### config.mk
export PLATFORM = sky130hd
export DESIGN_NAME = ship_placement_ctrl
export DESIGN_NICKNAME = d
export VERILOG_FILES = /design/src/rtl/ship_placement_ctrl.sv
export SDC_FILE = /design/constraint.sdc
export NUM_CORES = 1
export LEC_CHECK = 0
export CAP_MARGIN = 20
export CORE_MARGIN = 3
export CORE_UTILIZATION = 35
export CTS_BUF_LIST = sky130_fd_sc_hd__clkbuf_8
export CTS_CLUSTER_DIAMETER = 200
export DETAILED_ROUTE_END_ITERATION = 8
export GPL_ROUTABILITY_DRIVEN = 0
export GPL_TIMING_DRIVEN = 0
export MAX_ROUTING_LAYER = met4
export PLACE_DENSITY = 0.6
export SYNTH_ARGS = -nofsm -noshare
export SYNTH_HDL_FRONTEND = slang
export SYNTH_SLANG_ARGS = --single-unit
### constraint.sdc
create_clock -name clk -period 3 [get_ports clk]
set_input_delay 0.6 -clock clk [delete_from_list [all_inputs] [get_ports clk]]
set_output_delay 0.6 -clock clk [all_outputs]
set_load 0.05 [all_outputs]
### src/rtl/ship_placement_ctrl.sv
//==============================================================================
// Module   : ship_placement_ctrl
// Brief    : Cursor-driven ship placement front end; validates each placement
//            against an occupancy bitmap and emits a one-hot ship write enable.
//            Optional macro CURSOR_WRAP_EN: cursor wraps instead of saturating.
// Revision : 1.0  initial release
//==============================================================================
`default_nettype none

module ship_placement_ctrl #(
    parameter int NUM_SHIPS = 5,
    parameter int BOARD_DIM = 5
) (
    input  logic                           clk,
    input  logic                           rst,
    input  logic                           start,
    input  logic                           btn_up,
    input  logic                           btn_down,
    input  logic                           btn_left,
    input  logic                           btn_right,
    input  logic                           btn_place,
    output logic [4:0]                     cursor_idx,
    output logic [4:0]                     casilla,
    output logic [NUM_SHIPS-1:0]           wr_en,
    output logic [BOARD_DIM*BOARD_DIM-1:0] occupied,
    output logic [2:0]                     ship_count,
    output logic                           reject,
    output logic                           busy,
    output logic                           done
);

    localparam int c_CELLS = BOARD_DIM * BOARD_DIM;
    localparam int c_RW    = (BOARD_DIM > 1) ? $clog2(BOARD_DIM) : 1;
    localparam logic [c_RW-1:0] c_MAX = c_RW'(BOARD_DIM - 1);
    localparam logic [c_RW-1:0] c_ONE = c_RW'(1);

    typedef enum logic [1:0] {
        ST_IDLE   = 2'd0,
        ST_MOVE   = 2'd1,
        ST_COMMIT = 2'd2,
        ST_DONE   = 2'd3
    } state_t;

    state_t                r_state;
    logic [c_RW-1:0]       r_row;
    logic [c_RW-1:0]       r_col;
    logic [4:0]            r_cursor_idx;
    logic [4:0]            r_casilla;
    logic [NUM_SHIPS-1:0]  r_wr_en;
    logic [c_CELLS-1:0]    r_occupied;
    logic [2:0]            r_ship_count;
    logic                  r_reject;
    logic                  r_busy;
    logic                  r_done;

    state_t                w_state_nxt;
    logic [c_RW-1:0]       w_row_nxt;
    logic [c_RW-1:0]       w_col_nxt;
    logic [4:0]            w_cursor_nxt;
    logic [4:0]            w_casilla_nxt;
    logic [NUM_SHIPS-1:0]  w_wr_en_nxt;
    logic [c_CELLS-1:0]    w_occ_nxt;
    logic [2:0]            w_cnt_nxt;
    logic                  w_reject_nxt;
    logic                  w_busy_nxt;
    logic                  w_done_nxt;

    logic [c_RW-1:0]       w_row_dec;
    logic [c_RW-1:0]       w_row_inc;
    logic [c_RW-1:0]       w_col_dec;
    logic [c_RW-1:0]       w_col_inc;
    logic                  w_cur_occ;
    logic [c_CELLS-1:0]    w_cur_mask;
    logic [NUM_SHIPS-1:0]  w_wr_onehot;

    // Edge behaviour of a single cursor step
    always_comb begin
`ifdef CURSOR_WRAP_EN
        w_row_dec = (r_row == '0)    ? c_MAX : r_row - c_ONE;
        w_row_inc = (r_row == c_MAX) ? '0    : r_row + c_ONE;
        w_col_dec = (r_col == '0)    ? c_MAX : r_col - c_ONE;
        w_col_inc = (r_col == c_MAX) ? '0    : r_col + c_ONE;
`else
        w_row_dec = (r_row == '0)    ? '0    : r_row - c_ONE;
        w_row_inc = (r_row == c_MAX) ? c_MAX : r_row + c_ONE;
        w_col_dec = (r_col == '0)    ? '0    : r_col - c_ONE;
        w_col_inc = (r_col == c_MAX) ? c_MAX : r_col + c_ONE;
`endif
    end

    always_comb begin
        w_cur_occ  = 1'b0;
        w_cur_mask = '0;
        for (int i = 0; i < c_CELLS; i++) begin
            if (r_cursor_idx == 5'(i)) begin
                w_cur_occ     = r_occupied[i];
                w_cur_mask[i] = 1'b1;
            end
        end
    end

    always_comb begin
        w_wr_onehot = '0;
        for (int k = 0; k < NUM_SHIPS; k++) begin
            if (r_ship_count == 3'(k)) begin
                w_wr_onehot[k] = 1'b1;
            end
        end
    end

    always_comb begin
        w_state_nxt   = r_state;
        w_row_nxt     = r_row;
        w_col_nxt     = r_col;
        w_casilla_nxt = r_casilla;
        w_wr_en_nxt   = '0;
        w_occ_nxt     = r_occupied;
        w_cnt_nxt     = r_ship_count;
        w_reject_nxt  = 1'b0;

        case (r_state)
            ST_IDLE, ST_DONE: begin
                if (start) begin
                    w_state_nxt = ST_MOVE;
                    w_row_nxt   = '0;
                    w_col_nxt   = '0;
                    w_occ_nxt   = '0;
                    w_cnt_nxt   = '0;
                end
            end
            ST_MOVE: begin
                // One action per cycle; place wins over every move
                if (btn_place) begin
                    if (w_cur_occ) begin
                        w_reject_nxt = 1'b1;
                    end else begin
                        w_casilla_nxt = r_cursor_idx;
                        w_wr_en_nxt   = w_wr_onehot;
                        w_occ_nxt     = r_occupied | w_cur_mask;
                        w_cnt_nxt     = r_ship_count + 3'd1;
                        w_state_nxt   = ST_COMMIT;
                    end
                end else if (btn_up) begin
                    w_row_nxt = w_row_dec;
                end else if (btn_down) begin
                    w_row_nxt = w_row_inc;
                end else if (btn_left) begin
                    w_col_nxt = w_col_dec;
                end else if (btn_right) begin
                    w_col_nxt = w_col_inc;
                end
            end
            ST_COMMIT: begin
                w_state_nxt = (r_ship_count == 3'(NUM_SHIPS)) ? ST_DONE : ST_MOVE;
            end
            default: begin
                w_state_nxt = ST_IDLE;
            end
        endcase

        w_cursor_nxt = 5'(32'(w_row_nxt) * BOARD_DIM + 32'(w_col_nxt));
        w_busy_nxt   = (w_state_nxt == ST_MOVE) || (w_state_nxt == ST_COMMIT);
        w_done_nxt   = (w_state_nxt == ST_DONE);
    end

    always_ff @(posedge clk) begin
        if (rst) begin
            r_state      <= ST_IDLE;
            r_row        <= '0;
            r_col        <= '0;
            r_cursor_idx <= '0;
            r_casilla    <= '0;
            r_wr_en      <= '0;
            r_occupied   <= '0;
            r_ship_count <= '0;
            r_reject     <= 1'b0;
            r_busy       <= 1'b0;
            r_done       <= 1'b0;
        end else begin
            r_state      <= w_state_nxt;
            r_row        <= w_row_nxt;
            r_col        <= w_col_nxt;
            r_cursor_idx <= w_cursor_nxt;
            r_casilla    <= w_casilla_nxt;
            r_wr_en      <= w_wr_en_nxt;
            r_occupied   <= w_occ_nxt;
            r_ship_count <= w_cnt_nxt;
            r_reject     <= w_reject_nxt;
            r_busy       <= w_busy_nxt;
            r_done       <= w_done_nxt;
        end
    end

    assign cursor_idx = r_cursor_idx;
    assign casilla    = r_casilla;
    assign wr_en      = r_wr_en;
    assign occupied   = r_occupied;
    assign ship_count = r_ship_count;
    assign reject     = r_reject;
    assign busy       = r_busy;
    assign done       = r_done;

endmodule

`default_nettype wire

==> parameters.txt <==
Parameter                              Value

Run status
  Status    finished with violations
  Failing checks    setup timing

GRT
  Number of antenna violations at the first check in global routing    0
  Largest net degree at the start of global routing    19
  GR Overflow Total    0
  Number of global-route vias before repair    2913
  GRT Total Usage    18.2%
  Global-route wire length before repair    14700 um

Placement
  Count of input and output buffers    52
  Final HPWL DP    6690 um

Setup path
  WP data required    3180 ps
  Max incr delay on CP    360 ps
  Element type at the critical path end    flop
  Cell with the largest stage delay on the worst path    sky130_fd_sc_hd__dfxtp_2
  Type of origin of the critical path    flop
  Worst path bufs/invs    1
  Critical path peak fanout    3
  CP delay by family, top    adder cells
  CP most frequent cell    sky130_fd_sc_hd__ha_4
  Crit Path Category    flop to flop
  Critical Path, Cell by Cell    inv_2, ha_4, ha_4, and4b_1, a211oi_2, a21oi_2, o31ai_1, a22o_1, ha_4, ha_4, ha_4, a21o_1, a21oi_2, xnor2_1, xnor2_1, nor2_1
  CP arrival    3200 ps

Timing
  Relative slew margins    56.7%
  RSZ-0062 raised after global routing    true
  Final worst path period share    100%
  Highest achievable clock rate    332 MHz
  Layout Skew    19.0 ps
  Worst Max-Slew Pin Slew    649 ps
  Fin worst setup slack    -12.5 ps
  Final Max Tran Viols    0
  Setup Viol. Count Final    1
  Clock period minus worst slack    3010 ps
  Setup_tns    -12.5 ps
  Hold Fails Final Rpt    0

Synthesis
  Post-synthesis compound-gate area fraction    20.5%
  Count of cell types in the netlist    60
  Warnings from Yosys    0
  Mapped Avg Cell Area    8.56 um^2
  Mux share of post-synthesis cell area    4.36%
  Net count after synthesis    417
  Post-Synth XOR/XNOR Area    0.804%
  Sequential area share after synthesis    33.1%
  Synth Area in Simple Gates    24.6%
  Synth Area in Adders    10.6%
  Top FF cell, synth    sky130_fd_sc_hd__dfxtp_1
  Register bit count reported by yosys    54
  Dominant combinational cell family by area after synthesis    simple AND/OR/NAND/NOR gates
  Netlist area before placement    3270 um^2
  Share of synthesized flip-flops with an asynchronous set or reset    0%
  Post-synthesis instance total    382
  EDFF count, synth    0

Route
  Total via count in the routed design    3023
  Antenna Violating Nets Remaining    0
  Total Routed Length    9250 um
  DR WL/cell    16.6 um
  Detailed-route DRC error count    0
  Drt first pass iters    4
  Per-cell via count in the routed design    5.43
  Number of DRC markers after the initial detailed-route iteration    115

Clock network
  Number of levels in the clock H-tree    2
  TritonCTS clock tree    done
  Inserted Clock Buffers    5
  Clk_lat worst skew    320 ps
  Clock Sinks    54
  Number of buffers on the longest clock path    2
  Cell at the root of the clock tree    sky130_fd_sc_hd__clkbuf_8
  Clock transition at path regs    100 ps
  CTS Hold Buffers Added    0

Final layout
  Most frequent cells in the layout    sky130_fd_sc_hd__nand2_1 (52), sky130_fd_sc_hd__clkdlybuf4s50_1 (50), sky130_fd_sc_hd__dfxtp_1 (49)
  Post-Route Utilization    47.6%
  Share of final-layout standard cells stronger than drive strength 1    16.0%
  Antenna cell count    0
  Leading cell type in the layout, fill and taps excluded    sky130_fd_sc_hd__nand2_1
  Number of nets at the end of the flow    483
  Area growth syn-to-layout    29.4%
  Number of fill cells in the layout    876

Die
  Die boundary height    103 um
  Effective utilization at floorplan    36.8%
  Area enclosed by the die boundary    10500 um^2
  Row Count    34
  Die width    103 um
  Top-Level Pins    54
  Core outline area    8890 um^2

Power and ir drop
  Leakage    0.00151 uW
  Pwr/cell area    348 nW/um^2
  Worst IR drop on VDD    243 uV

Hold path
  Type of the most critical hold path    flop to flop

Flow run
  Max cap viols    0
-- worst reg2reg max path, cell delays in order (launching register included) --
cell and delay [ps]:
sky130_fd_sc_hd__dfxtp_2 360, sky130_fd_sc_hd__inv_2 70, sky130_fd_sc_hd__ha_4 140, sky130_fd_sc_hd__ha_4 130
sky130_fd_sc_hd__and4b_1 210, sky130_fd_sc_hd__a211oi_2 170, sky130_fd_sc_hd__a21oi_2 60, sky130_fd_sc_hd__o31ai_1 210
sky130_fd_sc_hd__a22o_1 220, sky130_fd_sc_hd__ha_4 220, sky130_fd_sc_hd__ha_4 250, sky130_fd_sc_hd__ha_4 230
sky130_fd_sc_hd__a21o_1 160, sky130_fd_sc_hd__a21oi_2 130, sky130_fd_sc_hd__xnor2_1 150, sky130_fd_sc_hd__xnor2_1 140
sky130_fd_sc_hd__nor2_1 50
-- registers in the layout (all words and copies together), names as in the netlist --
name	flops
busy	1
casilla	5
cursor_idx	5
done	1
occupied	25
r_col	3
r_row	3
r_state	2
reject	1
ship_count	3
wr_en	5
-- path summary, 6_finish.rpt --
path	startpoint	endpoint	slack [ps]	cells after the start
setup reg to reg	r_row[1]$_SDFF_PP0_	cursor_idx[4]$_SDFF_PP0_	-10	16
hold / removal	occupied[13]$_SDFFE_PP0P_	occupied[13]$_SDFFE_PP0P_	470	2
setup / recovery	r_row[1]$_SDFF_PP0_	cursor_idx[4]$_SDFF_PP0_	-10	16
hold reg to reg	occupied[13]$_SDFFE_PP0P_	occupied[13]$_SDFFE_PP0P_	470	2
-- timing repair --
| action | CTS | global route |
|---|---|---|
| buffers inserted | 4 | 4 |
| resized for setup | 20 | 13 |
| endpoints found under the setup margin | 2 | 5 |
| gates cloned | 0 | 0 |
| pin swaps | 8 | 7 |
| hold endpoints to repair | 0 | 0 |
-- metal layers --
layer	part of all wire [%]	wire, um	vias to the layer above	GRT usage, %
li1	-	-	1489	-
met1	47	4350	1439	24.4
met2	47	4330	84	28.6
met3	4.6	427	11	2.23
met4	1.5	143	0	5.75
met5	0	0	-	-
-- stage by stage --
| step | cells | hold slack, ps | worst slack (ps) | power [uW] | instance area [um^2] |
|---|---|---|---|---|---|
| after floorplan | 382 | 521 | 3.83 | 955 | 3310 |
| after global placement | 542 | 454 | -577 | 1040 | 3970 |
| after detailed placement | 542 | 465 | -622 | 1040 | 3970 |
| after CTS | 554 | 480 | -27.5 | 1470 | 4160 |
| after global routing | 557 | 496 | -195 | 1540 | 4230 |
| final | 557 | 472 | -12.5 | 1470 | 4230 |
-- cell usage after synthesis (all sizes together) (3+ instances only) --
cell type / instances / share of area [%]
a21oi: 14 / 2.1
a22oi: 5 / 1.1
a31oi: 4 / 0.77
a32o: 5 / 1.6
buf: 12 / 2.7
clkbuf: 12 / 1.4
dfxtp: 54 / 33
ha: 26 / 10
inv: 18 / 2.1
mux2i: 12 / 3.7
nand2: 52 / 6.0
nand2b: 20 / 3.9
nand3: 11 / 1.7
nand4: 6 / 1.1
nand4b: 3 / 0.80
nor2: 18 / 2.1
nor2b: 19 / 3.6
nor3: 6 / 0.92
nor3b: 4 / 1.1
nor4b: 3 / 0.80
o21ai: 29 / 4.9
o22ai: 3 / 0.57
o31ai: 11 / 3.6
or3: 3 / 0.57
xnor2: 3 / 0.80
-- final cells by class --
| cell class | instances | area [um^2] | area share, % |
|---|---|---|---|
| inverters | 18 | 67.6 | 1.60 |
| clock buffers | 5 | 68.8 | 1.63 |
| plain buffers | 23 | 135 | 3.19 |
| clock inverters | 3 | 23.8 | 0.562 |
| well taps | 108 | 135 | 3.19 |
| multi-input cells | 286 | 2130 | 50.5 |
| flip-flops and latches | 54 | 1090 | 25.7 |
| repair buffers | 60 | 578 | 13.7 |
-- logic make-up (layout without fill, tap and decap cells) --
| group | after synthesis | after routing |
|---|---|---|
| flip-flops | 54 | 54 |
| AND/OR/NAND/NOR | 152 | 152 |
| multiplexers | 14 | 14 |
| XOR/XNOR | 3 | 3 |
| buffers and inverters | 42 | 109 |
| AO/OA/AOI/OAI | 90 | 90 |
| adder cells (fa/ha/maj) | 27 | 27 |
-- power breakdown --
| part | switching [uW] | internal [uW] | total, uW | leakage [uW] |
|---|---|---|---|---|
| registers | 10.1 | 729 | 739 | 0.000438 |
| clock network | 258 | 168 | 426 | 0.0000408 |
| logic | 199 | 106 | 306 | 0.00103 |
| total | 468 | 1000 | 1470 | 0.00151 |
Note: power is estimated with default switching activity, not from simulation.
